`src/rtl/conv_accum.sv`:
```
// Per-pixel channel accumulator behind the convolution adder tree: adds bias,
// sums partial sums over a group, then saturates and optionally rectifies.
module conv_accum #(
  parameter int DWIDTH = 16,
  parameter int AWIDTH = 24
) (
  input  logic              clk,
  input  logic              xrst,
  input  logic              in_valid,
  input  logic              first,
  input  logic              last,
  input  logic [DWIDTH-1:0] fmap_in,
  input  logic [DWIDTH-1:0] bias,
  input  logic              relu_en,
  output logic              out_valid,
  output logic [DWIDTH-1:0] out_data,
  output logic              proto_err
);

  typedef enum logic {IDLE, ACCUM} state_t;

  localparam logic signed [AWIDTH-1:0] SAT_MAX =
    {{(AWIDTH-DWIDTH+1){1'b0}}, {(DWIDTH-1){1'b1}}};
  localparam logic signed [AWIDTH-1:0] SAT_MIN =
    {{(AWIDTH-DWIDTH+1){1'b1}}, {(DWIDTH-1){1'b0}}};

  state_t                    state_reg, state_next;
  logic signed [AWIDTH-1:0]  acc_reg, acc_next;
  logic signed [AWIDTH-1:0]  s2_sum_reg, s2_sum_next;
  logic                      s2_valid_reg, s2_valid_next;
  logic                      s2_relu_reg, s2_relu_next;
  logic                      err_reg, err_next;
  logic                      out_valid_reg;
  logic [DWIDTH-1:0]         out_data_reg, result;

  logic signed [AWIDTH-1:0]  fmap_ext, bias_ext, start_sum, cont_sum;

  assign fmap_ext  = {{(AWIDTH-DWIDTH){fmap_in[DWIDTH-1]}}, fmap_in};
  assign bias_ext  = {{(AWIDTH-DWIDTH){bias[DWIDTH-1]}}, bias};
  assign start_sum = bias_ext + fmap_ext;
  assign cont_sum  = acc_reg + fmap_ext;

  // A first beat always opens a fresh group, even if one was still open.
  always_comb begin
    state_next    = state_reg;
    acc_next      = acc_reg;
    s2_sum_next   = s2_sum_reg;
    s2_valid_next = 1'b0;
    s2_relu_next  = s2_relu_reg;
    err_next      = err_reg;
    if (in_valid) begin
      if (first) begin
        if (state_reg == ACCUM) err_next = 1'b1;
        if (last) begin
          s2_sum_next   = start_sum;
          s2_valid_next = 1'b1;
          s2_relu_next  = relu_en;
          state_next    = IDLE;
        end else begin
          acc_next   = start_sum;
          state_next = ACCUM;
        end
      end else if (state_reg == IDLE) begin
        err_next = 1'b1;
      end else if (last) begin
        s2_sum_next   = cont_sum;
        s2_valid_next = 1'b1;
        s2_relu_next  = relu_en;
        state_next    = IDLE;
      end else begin
        acc_next = cont_sum;
      end
    end
  end

  // Clamp to the DWIDTH signed range, then zero negatives when rectifying.
  always_comb begin
    result = s2_sum_reg[DWIDTH-1:0];
    if (s2_sum_reg > SAT_MAX)      result = SAT_MAX[DWIDTH-1:0];
    else if (s2_sum_reg < SAT_MIN) result = SAT_MIN[DWIDTH-1:0];
    if (s2_relu_reg && result[DWIDTH-1]) result = '0;
  end

  always_ff @(posedge clk) begin
    if (xrst) begin
      state_reg     <= IDLE;
      acc_reg       <= '0;
      s2_sum_reg    <= '0;
      s2_valid_reg  <= 1'b0;
      s2_relu_reg   <= 1'b0;
      err_reg       <= 1'b0;
      out_valid_reg <= 1'b0;
      out_data_reg  <= '0;
    end else begin
      state_reg     <= state_next;
      acc_reg       <= acc_next;
      s2_sum_reg    <= s2_sum_next;
      s2_valid_reg  <= s2_valid_next;
      s2_relu_reg   <= s2_relu_next;
      err_reg       <= err_next;
      out_valid_reg <= s2_valid_reg;
      if (s2_valid_reg) out_data_reg <= result;
    end
  end

  assign out_valid = out_valid_reg;
  assign out_data  = out_data_reg;
  assign proto_err = err_reg;

endmodule

```
`config.mk`:
```
export PLATFORM = sky130hd
export DESIGN_NAME = conv_accum
export DESIGN_NICKNAME = d
export VERILOG_FILES = /design/src/rtl/conv_accum.sv
export SDC_FILE = /design/constraint.sdc
export NUM_CORES = 1
export LEC_CHECK = 0
export ABC_AREA = 1
export CORE_AREA = 2 2 115 117
export CTS_BUF_LIST = sky130_fd_sc_hd__clkbuf_8
export DETAILED_ROUTE_END_ITERATION = 7
export DIE_AREA = 0 0 117 119
export HOLD_SLACK_MARGIN = 0.12
export PLACE_DENSITY = 0.71
export SLEW_MARGIN = 10
export SYNTH_ARGS = -nofsm -noshare
export SYNTH_HDL_FRONTEND = slang
export SYNTH_SLANG_ARGS = --single-unit
```
`constraint.sdc`:
```
create_clock -name clk -period 1.9 [get_ports clk]
set_input_delay 0.38 -clock clk [delete_from_list [all_inputs] [get_ports clk]]
set_output_delay 0.38 -clock clk [all_outputs]
set_load 0.02 [all_outputs]
```
## After elaboration in Yosys (flattened, before gate mapping)

Cells that the tools add are included.

- Flip-flop bits (word level): 69
- Bits of input ports: 38
- Output and inout bits: 18

- Add/sub/neg operators: 2
- $lt $le $gt $ge: 2
- Eq/ne operators: 2
- Mux-type cells: 23
- Bitwise gates (word level): 2
- Reduce and logical (&&, ||, !) cells: 7

Operators with widths:

| kind | number |
|---|---|
| two-way mux 24 bit | 8 |
| two-way mux 16 bit | 3 |
| adder 24 x 16 -> 24 bit | 1 |
| > comparator 24 x 16 -> 1 bit, second input constant | 1 |
| < comparator 24 x 16 -> 1 bit, second input constant | 1 |
| adder 16 x 16 -> 17 bit | 1 |
| two-way mux 1 bit | 12 |
| AND reduction 3 bit | 3 |
| inequality test 2 x 1 -> 1 bit, second input constant | 1 |
| inequality test 2 bit, second input constant | 1 |
| inverter 1 bit | 2 |
| AND reduction 2 bit | 1 |
| nonzero test 2 bit | 1 |
| OR reduction 2 bit | 1 |
| logical AND 1 bit | 1 |

## Depth between registers and ports, before layout

- Word-level depth: 5
- Mapped depth: 15
- Depth with buffers taken out: 15

## Worst setup path before layout

OpenSTA, ideal clock, no wires.

- Path type: input to register
- From: in fmap_in[0]
- To: reg s2_sum_reg[18]
- Library setup time: 109 ps
- Arrival time: 1874 ps
- Data required time: 1791 ps
- Setup slack: -83 ps
- Stages: 13
- Path buffers: 1
- Cells stage by stage: ha_1 > fa_1 > nand3_1 > nand2_2 > nand2_2 > nand2_2 > nand2_2 > nand3_2 > nand3_4 > buf_8 > nand3_1 > nand2_1 > inv_1

- Word-level cells in the longest chain between the ends: 4
- Elaborated cells on any way between the ends: 6

Ends and longest elaborated chain:

| element | line | RTL |
|---|---|---|
| start, declared | 12 | `input logic [DWIDTH-1:0] fmap_in,` |
| adder 24 x 16 -> 24 bit | 41 | `assign cont_sum = acc_reg + fmap_ext;` |
| two-way mux 24 bit | 65 | `end else if (last) begin` |
| two-way mux 24 bit | 63 | `end else if (state_reg == IDLE) begin` |
| two-way mux 24 bit (*) | 52 | `if (first) begin` |
| end signal, assigned | 97 | `s2_sum_reg <= s2_sum_next;` |
| end, declared | 29 | `logic signed [AWIDTH-1:0] s2_sum_reg, s2_sum_next;` |

Mark *: on every way between the ends. The rest lies on a longest branch, timed or not. The select of a mux whose other input is x is not followed.
A chain may end at the register's enable or synchronous reset.

## Final worst setup path

- From: in bias[4]
- To: reg s2_sum_reg[15]

- Word-level cells in the longest chain between the ends: 3

Ends and longest elaborated chain:

| element | line | RTL |
|---|---|---|
| start, declared | 13 | `input logic [DWIDTH-1:0] bias,` |
| adder 16 x 16 -> 17 bit | 40 | `assign start_sum = bias_ext + fmap_ext;` |
| two-way mux 24 bit | 54 | `if (last) begin` |
| two-way mux 24 bit | 52 |  |

Every way passes these cells. The select of a mux whose other input is x is not followed.

==> impl_metrics.ini <==
[status]
outcome = complete, no violations

[critical_path]
critical-path-slowest-cell = clkdlybuf4s50_1
critPathMaxStageDelay_ns = 0.50
critPathKind = primary input to flip-flop
cp-start-kind = primary input
crit_top_cell = nand2_1
crit_arrival_ns = 2.10
end_kind = flip-flop
worst_ep_required_time_ns = 2.16
path_cells = clkdlybuf4s50_1, ha_4, nand2_1, nand2_1, inv_1, nor2_1, nor2_1, nand2_2, nand2_1, nand3_1, nand3_1, nand3_1, nand2_1, inv_1
worstPathMaxFanout = 4

[drt]
drc = 0
drtIter0Drc = 451
firstDrtPassIters = 5
wl_per_cell_um = 13.7
drt_wl_total_um = 17700
vias = 6388
antenna_left = 0
via_per_inst = 4.95

[final_layout]
final_area_um2 = 8330
n_antenna_cell = 0
post-route-util_pct = 64.7
synthToLayoutAreaGrowth_pct = 49.4
drive_above_1_share_pct = 28.4
final_nets = 1189

[logic_synthesis]
synth-async-reset-ratio_pct = 0
synth_enable_flop_cells = 0
ys_seq_area_share_pct = 24.8
syn_inst = 962
synth-seq-cells = 69
synth_top_area_cell = dfxtp_1
syn-num-nets = 1042
synth_ff_type = dfxtp_1
yosysMostFrequentCell = nand2_1
synth_common_cells = nand2_1, inv_1, nor2_1
avgSynthCellArea_um2 = 5.80
syn_area_um2 = 5580
yosys-top-cells-area = dfxtp_1, nand2_1, inv_1
synth_top_area_share_pct = 24.8
synth_warnings = 0
yosysUniqueCellTypes = 35

[sta]
fin_skew_ns = 0.0154
hold_viol = 0
setup_viol = 0
tightest_slew_ns = 0.446
period_share_pct = 96.6
rsz0062_at_grt = true
fmax_mhz = 545
final.min_clock_period_ns = 1.84
maxSlewHeadroom_pct = 70.1
slew_viol_final = 0
whs_ns = 0.402
fin_ws_ns = 0.0638

[floorplan]
io_pins = 56
core_area_um2 = 12900
start_util_pct = 43.3
die_w_um = 117
die-area_um2 = 13900
die_y_um = 119
rows = 42

[clock_network]
cts_tree = yes
cts_max_level = 3
clk_latency_ns = 0.36
clkSlewWorstSetupHoldPaths_ns = 0.09
cts.sinks = 69
cts_buffers = 9
cts_root_buf = clkbuf_8
cts_max_path_buffers = 2

[global_route]
grt_overflow_total = 0
grt_usage_pct = 24.6
grt_pass1_vias = 5799
antenna_found_initial = 0
grt_pass1_wl_um = 27200
grt_start_max_net_pins = 28

[power]
ir_drop_mv = 0.347
power_density_nw_per_um2 = 584
power_leakage_nw = 4.18

[place]
preCtsSetupSlack_ns = -0.655
dpl-instance-area_um2 = 7040
io_buffers = 55
place.gp.congestion = 0.976
post-dp-hpwl_um = 12500

[hold_path]
min_path_type = primary input to flip-flop

[flow_run]
cap_violations = 0
critical path, delay by kind of cell:
| kind | cells | cell delay, ns |
|---|---|---|
| and+or+nand+nor | 10 | 0.89 |
| adders and majority gates | 1 | 0.22 |
| buffers and inverters | 3 | 0.60 |
cell type report:
type / instances / area [µm²]
fillers: 1120 / 4540
multi-input cells: 702 / 4460
repair buffers: 158 / 1390
flip-flops and latches: 69 / 1390
inverters: 169 / 634
well taps: 176 / 220
clock buffers: 9 / 124
clock inverters: 7 / 106
per-layer routing:
metal	up-vias	share of wire (%)	global-route usage [%]
li1	3300	-	-
met2	157	50	42.1
met5	-	0	0
met3	33	5.0	3.66
met4	0	3.2	9.56
met1	2898	42	30.7
placed cells by master, fill, tap and decap left out, types with 9 or more instances in the layout:
cell type | synthesis | final
a21oi_1 | 71 | 61
a21oi_2 | 2 | 10
buf_4 | 1 | 95
clkbuf_8 | 0 | 9
clkdlybuf4s50_1 | 0 | 27
dfxtp_1 | 69 | 60
dfxtp_2 | 0 | 9
dlygate4sd2_1 | 0 | 12
ha_4 | 0 | 36
inv_1 | 163 | 158
inv_2 | 5 | 10
nand2_1 | 309 | 270
nand2_2 | 6 | 36
nand2_4 | 0 | 9
nand3_1 | 82 | 46
nand3_2 | 5 | 35
nand4_1 | 11 | 11
nor2_1 | 108 | 88
nor2_2 | 1 | 17
o21ai_0 | 34 | 27
timing repair:
action	CTS	global route
hold buffers	0	0
resized for setup	86	152
endpoints found under the setup margin	44	38
setup buffers	3	4
cloned	2	0
pin swaps	16	47
worst paths after layout:
kind                                     from        endpoint  slack (ns)  cells after the start
worst min register to register  s2_sum_reg[0]   s2_sum_reg[0]        0.46                      2
worst max register to register     acc_reg[6]  s2_sum_reg[19]        0.08                     12
worst min-delay path                     xrst     out_data[1]        0.40                      2
worst max-delay path                  bias[4]  s2_sum_reg[15]        0.06                     14
logic make-up after synthesis:
kind of cell               after synthesis  share of synthesized area (%)
AOI/OAI and AO/OA                      112                           10.4
xor gates and xnor gates                 5                          0.785
adders and majority gates               42                           9.69
buffers and inverters                  192                           13.3
DFF                                     69                           24.8
and+or+nand+nor                        542                           41.0
power breakdown:
group | internal [W] | total, W | switching (W)
clock | 0.000762 | 0.00143 | 0.000672
sequential | 0.00153 | 0.00158 | 0.0000543
combinational | 0.000821 | 0.00185 | 0.00103
through the flow:
step                total power [W]  instances  TNS (ns)
floorplan                   0.00249        962         0
detailed placement          0.00310       1265    -25.15
finish                      0.00486       1290         0
CTS                         0.00469       1286         0
global route                0.00513       1290    -0.174
global placement            0.00308       1265    -24.31
(Power assumes the default switching activity.)
